$ cat src/rtl/spi_pkg.sv
// Shared types and default sizing for the SPI shift engine.
package spi_pkg;

    typedef enum logic [1:0] {
        ST_IDLE  = 2'd0,
        ST_LOAD  = 2'd1,
        ST_SHIFT = 2'd2,
        ST_DONE  = 2'd3
    } spi_state_e;

    localparam int SPI_DATA_W  = 8;
    localparam int SPI_CLK_DIV = 4;

endpackage

$ cat src/rtl/spi_sclk_gen.sv
// SCLK source for the shift engine: master divider or slave synchroniser/edge detector,
// both producing one-cycle sample/shift pulses in the CLK domain.
module spi_sclk_gen
    import spi_pkg::*;
#(
    parameter int CLK_DIV = SPI_CLK_DIV
) (
    input  logic clk,
    input  logic rst_n,
    input  logic ms_mode,
    input  logic run,
    input  logic sclk_in,
    input  logic ss_n_in,
    output logic sclk_out,
    output logic sample_pulse,
    output logic shift_pulse,
    output logic ss_n_sync
);

    localparam int DIV_W = $clog2(CLK_DIV);
    localparam logic [DIV_W-1:0] DIV_LAST = DIV_W'(CLK_DIV - 1);

    logic [DIV_W-1:0] div_q, div_d;
    logic             sclk_q, sclk_d;
    logic [2:0]       sclk_sync_q, sclk_sync_d;
    logic [1:0]       ss_sync_q, ss_sync_d;
    logic             rise_q, rise_d;
    logic             fall_q, fall_d;
    logic             m_edge;

    always_comb begin
        div_d  = DIV_LAST;
        sclk_d = 1'b0;
        if (run) begin
            if (div_q == '0) begin
                div_d  = DIV_LAST;
                sclk_d = ~sclk_q;
            end else begin
                div_d  = div_q - 1'b1;
                sclk_d = sclk_q;
            end
        end
        sclk_sync_d = {sclk_sync_q[1:0], sclk_in};
        ss_sync_d   = {ss_sync_q[0], ss_n_in};
        // Registered edge pulses give a fixed 3-cycle latency from the pin.
        rise_d      = sclk_sync_q[1] & ~sclk_sync_q[2];
        fall_d      = ~sclk_sync_q[1] & sclk_sync_q[2];
    end

    always_ff @(posedge clk or negedge rst_n) begin
        if (!rst_n) begin
            div_q       <= DIV_LAST;
            sclk_q      <= 1'b0;
            sclk_sync_q <= 3'b000;
            ss_sync_q   <= 2'b11;
            rise_q      <= 1'b0;
            fall_q      <= 1'b0;
        end else begin
            div_q       <= div_d;
            sclk_q      <= sclk_d;
            sclk_sync_q <= sclk_sync_d;
            ss_sync_q   <= ss_sync_d;
            rise_q      <= rise_d;
            fall_q      <= fall_d;
        end
    end

    // Master samples and shifts together on the last CLK of the high phase,
    // i.e. at the clock edge where SCLK falls.
    assign m_edge       = run && (div_q == '0) && sclk_q;
    assign sclk_out     = sclk_q;
    assign sample_pulse = ms_mode ? m_edge : rise_q;
    assign shift_pulse  = ms_mode ? m_edge : fall_q;
    assign ss_n_sync    = ss_sync_q[1];

endmodule

$ cat src/rtl/spi_shift_engine.sv
// SPI mode-0 shift stage (master or slave) with tx holding register and rx flags.
// Define SPI_LSB_FIRST_EN for LSB-first framing; default is MSB first.
//   state  | meaning
//   IDLE   | waiting for TE + full holding reg (master) or SS low (slave)
//   LOAD   | holding reg -> shift reg, bit counter armed
//   SHIFT  | bits moving on sample/shift pulses
//   DONE   | frame handed to RX_DATA when RE
module spi_shift_engine
    import spi_pkg::*;
#(
    parameter int DATA_W  = SPI_DATA_W,
    parameter int CLK_DIV = SPI_CLK_DIV
) (
    input  logic              CLK,
    input  logic              CLR,
    input  logic              MS_MODE,
    input  logic              TE,
    input  logic              RE,
    input  logic              SENDER_WRITE,
    input  logic [DATA_W-1:0] TX_DATA,
    input  logic              RECEIVER_READ,
    output logic              SENDER_EMPTY_STATE,
    output logic              RECEIVER_FULL_STATE,
    output logic [DATA_W-1:0] RX_DATA,
    output logic              OVERRUN,
    output logic              SCLK_OUT,
    output logic              SS_N_OUT,
    input  logic              SCLK_IN,
    input  logic              SS_N_IN,
    output logic              MOSI,
    input  logic              MISO
);

    localparam int CNT_W = $clog2(DATA_W + 1);

`ifdef SPI_LSB_FIRST_EN
    localparam int TX_BIT = 0;
`else
    localparam int TX_BIT = DATA_W - 1;
`endif

    spi_state_e        state_q, state_d;
    logic              ms_q, ms_d;
    logic [DATA_W-1:0] hold_q, hold_d;
    logic              empty_q, empty_d;
    logic [DATA_W-1:0] shift_q, shift_d;
    logic [DATA_W-1:0] rx_q, rx_d;
    logic [CNT_W-1:0]  cnt_q, cnt_d;
    logic [DATA_W-1:0] rx_data_q, rx_data_d;
    logic              full_q, full_d;
    logic              ovr_q, ovr_d;

    logic [DATA_W-1:0] load_val;
    logic [DATA_W-1:0] shift_next;
    logic [DATA_W-1:0] rx_next;
    logic              run;
    logic              sample_pulse;
    logic              shift_pulse;
    logic              ss_n_sync;
    logic              mosi_c;

    // A slave selected with nothing queued still has to clock out something.
    assign load_val = empty_q ? '0 : hold_q;

`ifdef SPI_LSB_FIRST_EN
    assign shift_next = {1'b0, shift_q[DATA_W-1:1]};
    assign rx_next    = {MISO, rx_q[DATA_W-1:1]};
`else
    assign shift_next = {shift_q[DATA_W-2:0], 1'b0};
    assign rx_next    = {rx_q[DATA_W-2:0], MISO};
`endif

    assign run = ms_q && ((state_q == ST_LOAD) || (state_q == ST_SHIFT));

    spi_sclk_gen #(
        .CLK_DIV(CLK_DIV)
    ) u_sclk_gen (
        .clk         (CLK),
        .rst_n       (CLR),
        .ms_mode     (ms_q),
        .run         (run),
        .sclk_in     (SCLK_IN),
        .ss_n_in     (SS_N_IN),
        .sclk_out    (SCLK_OUT),
        .sample_pulse(sample_pulse),
        .shift_pulse (shift_pulse),
        .ss_n_sync   (ss_n_sync)
    );

    always_comb begin
        state_d   = state_q;
        ms_d      = ms_q;
        hold_d    = hold_q;
        empty_d   = empty_q;
        shift_d   = shift_q;
        rx_d      = rx_q;
        cnt_d     = cnt_q;
        rx_data_d = rx_data_q;
        full_d    = full_q;
        ovr_d     = ovr_q;

        if (RECEIVER_READ) begin
            full_d = 1'b0;
        end

        case (state_q)
            ST_IDLE: begin
                ms_d = MS_MODE;
                if (MS_MODE ? (TE && !empty_q) : !ss_n_sync) begin
                    state_d = ST_LOAD;
                end
            end
            ST_LOAD: begin
                shift_d = load_val;
                empty_d = 1'b1;
                cnt_d   = CNT_W'(DATA_W);
                state_d = ST_SHIFT;
            end
            ST_SHIFT: begin
                if (!ms_q && ss_n_sync) begin
                    state_d = ST_IDLE;
                end else begin
                    if (shift_pulse) begin
                        shift_d = shift_next;
                    end
                    if (sample_pulse) begin
                        rx_d  = rx_next;
                        cnt_d = cnt_q - CNT_W'(1);
                        if (cnt_q == CNT_W'(1)) begin
                            state_d = ST_DONE;
                        end
                    end
                end
            end
            ST_DONE: begin
                if (RE) begin
                    rx_data_d = rx_q;
                    full_d    = 1'b1;
                    if (full_q && !RECEIVER_READ) begin
                        ovr_d = 1'b1;
                    end
                end
                state_d = (ms_q && TE && !empty_q) ? ST_LOAD : ST_IDLE;
            end
            default: state_d = ST_IDLE;
        endcase

        // Placed after LOAD so a write landing on a slave's empty LOAD is kept.
        if (SENDER_WRITE && empty_q) begin
            hold_d  = TX_DATA;
            empty_d = 1'b0;
        end
    end

    always_ff @(posedge CLK or negedge CLR) begin
        if (!CLR) begin
            state_q   <= ST_IDLE;
            ms_q      <= 1'b0;
            hold_q    <= '0;
            empty_q   <= 1'b1;
            shift_q   <= '0;
            rx_q      <= '0;
            cnt_q     <= '0;
            rx_data_q <= '0;
            full_q    <= 1'b0;
            ovr_q     <= 1'b0;
        end else begin
            state_q   <= state_d;
            ms_q      <= ms_d;
            hold_q    <= hold_d;
            empty_q   <= empty_d;
            shift_q   <= shift_d;
            rx_q      <= rx_d;
            cnt_q     <= cnt_d;
            rx_data_q <= rx_data_d;
            full_q    <= full_d;
            ovr_q     <= ovr_d;
        end
    end

    always_comb begin
        mosi_c = 1'b0;
        case (state_q)
            ST_LOAD:           mosi_c = load_val[TX_BIT];
            ST_SHIFT, ST_DONE: mosi_c = shift_q[TX_BIT];
            default:           mosi_c = 1'b0;
        endcase
    end

    assign MOSI                = mosi_c;
    assign SS_N_OUT            = !(ms_q && (state_q != ST_IDLE));
    assign SENDER_EMPTY_STATE  = empty_q;
    assign RECEIVER_FULL_STATE = full_q;
    assign RX_DATA             = rx_data_q;
    assign OVERRUN             = ovr_q;

endmodule

$ cat config.mk
export PLATFORM = sky130hd
export DESIGN_NAME = spi_shift_engine
export DESIGN_NICKNAME = d
export VERILOG_FILES = /design/src/rtl/spi_pkg.sv /design/src/rtl/spi_sclk_gen.sv /design/src/rtl/spi_shift_engine.sv
export SDC_FILE = /design/constraint.sdc
export NUM_CORES = 1
export LEC_CHECK = 0
export CAP_MARGIN = 20
export CELL_PAD_IN_SITES_DETAIL_PLACEMENT = 0
export CELL_PAD_IN_SITES_GLOBAL_PLACEMENT = 2
export CORE_MARGIN = 1
export CORE_UTILIZATION = 40
export CTS_CLUSTER_SIZE = 8
export DETAILED_ROUTE_END_ITERATION = 8
export PLACE_DENSITY = 0.94
export SKIP_LAST_GASP = 1
export SYNTH_ARGS = -nofsm -noshare
export SYNTH_HDL_FRONTEND = slang
export SYNTH_SLANG_ARGS = --single-unit
$ cat constraint.sdc
create_clock -name CLK -period 5.5 [get_ports CLK]
set_input_delay 1.65 -clock CLK [delete_from_list [all_inputs] [get_ports CLK]]
set_output_delay 1.65 -clock CLK [all_outputs]
set_load 0.05 [all_outputs]
# Word level (Yosys, flattened, before mapping)
# Cells that the tools add are included.
dict set report totals {
  in_bits 18
  output_inout_bits 14
  ff_bits 52
  word_cells 89
}
dict set report op_classes {
  bitwise 6
  reduce_logical 28
  addsub 2
  n_mux 26
  eq_ne 11
}
# op count
set op_table {}
lappend op_table {{$mux 8} 3}
lappend op_table {{$pmux 8 s2} 1}
lappend op_table {{$reduce_and 3->1} 5}
lappend op_table {{$mux 2} 6}
lappend op_table {{$mux 1} 11}
lappend op_table {{$logic_and 1x1->1} 10}
lappend op_table {{$ne 2x2->1 const B} 5}
lappend op_table {{$mux 4} 2}
lappend op_table {{$pmux 2 s4} 1}
lappend op_table {{$pmux 4 s2} 1}
lappend op_table {{$reduce_bool 2->1} 3}
lappend op_table {{$logic_not 1->1} 5}
lappend op_table {{$eq 2x2->1 const B} 2}
lappend op_table {{$eq 4x1->1 const B} 1}
lappend op_table {{$logic_not 2->1} 2}
lappend op_table {{$not 1->1} 4}
lappend op_table {{$sub 4x1->4 const B} 1}
lappend op_table {{$ne 3x1->1 const B} 1}
lappend op_table {{$ne 3x2->1 const B} 1}
lappend op_table {{$and 1x1->1} 2}
lappend op_table {{$eq 2x1->1 const B} 1}
lappend op_table {{$pmux 1 s2} 1}
lappend op_table {{$reduce_and 2->1} 1}
lappend op_table {{$reduce_or 2->1} 1}
lappend op_table {{2 further kinds} 2}

# Logic depth before layout (Yosys ltp)
dict set report logic_depth {
  ltp_word 9
  mapped_depth 7
  ltp_nobuf 6
}

# By module
# From an unflattened synthesis, not the netlist that was laid out.
dict set report unflattened {
  hier_cells 179
  hier_area_um2 2257.2
}
# module seq_area_each_um2 n_inst cells_per_inst area_each_um2
set modules_own_cells {}
lappend modules_own_cells {spi_shift_engine 1052.3 1 155 1923.1}
lappend modules_own_cells {spi_sclk_gen 255.2 1 24 334.1}

# Least setup slack after synthesis
# Ideal clock, no wire load.
dict set report synth_path {
  kind {reg2out}
  from {reg state_q[1]}
  to {out MOSI}
  n_path_buf 0
  path_stages_with_launch 6
  required_time_ps 3850
  path_slack_ps 2209
  arrival_time_ps 1641
  cell_sequence {dfrtp_1 inv_1 ha_1 nor2b_1 a22oi_1 nor2_1}
}
dict set report synth_via {
  elab_chain_cells 3
  word_cells_on_any_way 5
  cone_classes {3 x eq/ne; 1 x mux; 1 x reduce/logical}
}
# element line
set synth_lines {}
lappend synth_lines {{from (decl)} spi_shift_engine.sv:42} ;# spi_state_e state_q, state_d;
lappend synth_lines {{from (signal assigned)} spi_shift_engine.sv:168} ;# state_q <= state_d;
lappend synth_lines {{$eq 2x2->1} spi_shift_engine.sv:183} ;# case (state_q)
lappend synth_lines {{$reduce_or 2->1} spi_shift_engine.sv:183}
lappend synth_lines {{$pmux 1 s2 *} spi_shift_engine.sv:183}
lappend synth_lines {{to (decl)} spi_shift_engine.sv:30} ;# output logic MOSI,
# Every way passes the cells marked *; elsewhere a longest branch is shown, timed or not.

# Worst setup path in the final report
# Ends and elaborated chain as after synthesis.

==> out/metrics.csv <==
metric,value,unit
status,finished clean,
DP Wirelength,2.64,mm
CP Max Fanout,5,
fillers,518,
endpoints failing hold,0,
antenna cells,0,
minimum clock period,4.00,ns
PortBufs,31,
Syn Nets,193,
DRT iter0 DRCs,74,
Post-DRT Antenna Nets,0,
endpoints failing setup,0,
"commonest non-fill, non-tap cell in the layout",dfrtp_1,
largest net degree at the start of global routing,53,
core area,5470,µm²
Worst Tran Pin Value,0.641,ns
"EDFF count, synth",0,
Pre-Repair DR Iteration Count,4,
Clock Latency Late Sink,0.30,ns
Worst Skew,0.00924,ns
Worst Path Required,3.85,ns
Final TNS setup,0,ns
layout cells sized above 1,24.5,%
# DRC,0,
register clock-pin slew on the reported worst setup and hold paths,0.09,ns
CTS tree,yes,
adder-cell share of the synthesized area,4.43,%
VDD IR max,0.232,mV
hold slack,0.356,ns
die area,5950,µm²
Ys Warns,0,
Nets,229,
Slew headroom,57.3,%
final period utilization,72.7,%
mux cell area share after synthesis,15.4,%
Initial Utilization,41.3,%
R2R Setup Slk,3.38,ns
total global routing overflow,0,
chip height,77.2,µm
Worst Path Arrival,2.35,ns
Hold Path Class,reg -> reg,
row cnt,27,
Netlist cell types,38,
final slew viol count,0,
CTS Buffer Depth,2,
max_cap viols,0,
Critical Path Start,state_q[1],
Root Buffer,clkbuf_8,
register area,1310,µm²
power per cell area,488,nW/µm²
XOR/XNOR Fraction of Synth Area,1.16,%
Post-Syn Area,2260,µm²
"Design Area, Final",2730,µm²
overall routing resource usage,14.5,%
simple-gate area share of the yosys netlist,8.91,%
post-route non-filler standard cell count,276,
endpoint type of the worst setup path,output pin,
Mapped Avg Cell Area,13.5,µm²
Lkg Pwr,1.25,nW
worst setup path end,MOSI,
Sink Count,52,
Worst setup SP type,register,
r2r endpoint,shift_q[7],
RSZ-0062 raised after global routing,false,
total wire length,3.80,mm
GP Congestion,0.729,
most frequent cells in the layout,"dfrtp_1, mux2_2, clkdlybuf4s50_1, inv_1",
postcts setup bufs,0,
CTS Buf Count,5,
PostCTS Resize Cnt,0,
vias per cell,5.05,
worst reg2reg path depth,5,
multi-input combinational cell area,897,µm²
"Seq/Total Area, Yosys",57.9,%
FF-to-FF Start,state_q[0],
Placed Cells,268,
Die X,77.2,µm
first-pass GRT wire length,6.79,mm
Vias,1395,
crit path kind,reg -> out,
Top Ports,32,
#FFs+latches synth,52,
Post-DP Area,2650,µm²
complex-gate fraction of the synthesized area,9.75,%
initial antenna violation count,0,
largest family of logic cells by synthesized area,multiplexers,
H-tree Lvls,2,
prevailing post-synth register cell,dfrtp_1,
vias in the first global route,1465,
fraction of registers with async set/reset,100,%
Layout area overhead,20.8,%
max frequency,250,MHz
Avg WL per Cell,13.8,µm
Syn Inst Count,167,
cts hold-fix bufs,0,
## where the power goes
part	internal (mW)	leakage (nW)	switching, mW
sequential	0.498	0.656	0.0763
clock	0.0892	0.0412	0.122
combinational	0.247	0.557	0.301
total	0.834	1.25	0.499
## cells by family (layout without fill, tap and decap cells)
kind of cell             Yosys count  after routing
AND/OR/NAND/NOR                   34             34
multiplexers                      31             31
adder cells (fa/ha/maj)            8              8
AO/OA/AOI/OAI                     26             26
buffers and inverters             13             50
XOR/XNOR                           3              3
flip-flops                        52             52
## flip-flops by register name, indices dropped and copies added (netlist names)
| register | cells |
|---|---|
| u_sclk_gen.div_q | 2 |
| cnt_q | 4 |
| RX_DATA | 8 |
| u_sclk_gen.fall_q | 1 |
| state_q | 2 |
| RECEIVER_FULL_STATE | 1 |
| u_sclk_gen.rise_q | 1 |
| hold_q | 8 |
| u_sclk_gen.sclk_sync_q | 3 |
| rx_q | 8 |
| SENDER_EMPTY_STATE | 1 |
| shift_q | 8 |
| u_sclk_gen.sclk_out | 1 |
| ms_q | 1 |
| u_sclk_gen.ss_sync_q | 2 |
| OVERRUN | 1 |
## per-layer routing
layer,GRT usage [%],vias up,part of all wire [%]
li1,-,659,-
met1,19.3,706,50
met2,23.1,24,45
met3,3.93,6,3.8
met4,4.53,0,1.2
met5,0,-,0
## stage by stage
| step | total power [mW] | utilization (%) | setup slack [ns] |
|---|---|---|---|
| 3_5_place_dp | 1.14 | 48.3 | 1.84 |
| 6_report | 1.33 | 49.9 | 1.50 |
| 3_3_place_gp | 1.13 | 48.3 | 1.88 |
| 4_1_cts | 1.35 | 49.9 | 1.47 |
| 2_1_floorplan | 0.984 | - | 2.21 |
| 5_1_grt | 1.43 | 49.9 | 1.34 |
## cell type report
type | instances | share of cell area [%]
clock inverters | 2 | 0.458
flip-flops and latches | 52 | 47.9
clock buffers | 6 | 2.66
multi-input cells | 102 | 32.9
repair buffers | 32 | 11.5
well taps | 72 | 3.30
inverters | 10 | 1.37
## worst min path at each step
stage / startpoint / endpoint / slack (ns) / cells past startpoint
2_1_floorplan: u_sclk_gen.sclk_sync_q[0] / u_sclk_gen.sclk_sync_q[1] / 0.33 / 0
6_report: u_sclk_gen.sclk_sync_q[0] / u_sclk_gen.sclk_sync_q[1] / 0.36 / 0
3_5_place_dp: u_sclk_gen.sclk_sync_q[0] / u_sclk_gen.sclk_sync_q[1] / 0.34 / 0
4_1_cts: u_sclk_gen.sclk_sync_q[0] / u_sclk_gen.sclk_sync_q[1] / 0.36 / 0
3_3_place_gp: u_sclk_gen.sclk_sync_q[0] / u_sclk_gen.sclk_sync_q[1] / 0.34 / 0
5_1_grt: u_sclk_gen.sclk_sync_q[0] / u_sclk_gen.sclk_sync_q[1] / 0.36 / 0
## Yosys cell counts (all sizes together), types with 2 or more instances
cell type  instances  area, µm²
nor2               4       15.0
o2bb2ai            2       36.3
dfstp              5        131
dfrtp             47       1180
nor3               3       15.0
inv               10       37.5
o21ai              5       25.0
ha                 8        100
a21boi             2       26.3
o211ai             3       22.5
xor2               2       17.5
mux2              31        349
nand2              8       30.0
buf                3       17.5
nor2b              3       18.8
nand2b             4       32.5
nand3              5       30.0
a22o               7       61.3
## critical path, stage by stage (launching register included)
cell and delay [ns]:
dfrtp_1 0.42, inv_1 0.14, ha_1 0.27, nor2b_1 0.22
a22oi_1 0.09, nor2_1 0.10, clkdlybuf4s50_1 0.81
Note: power is estimated with default switching activity, not from simulation.
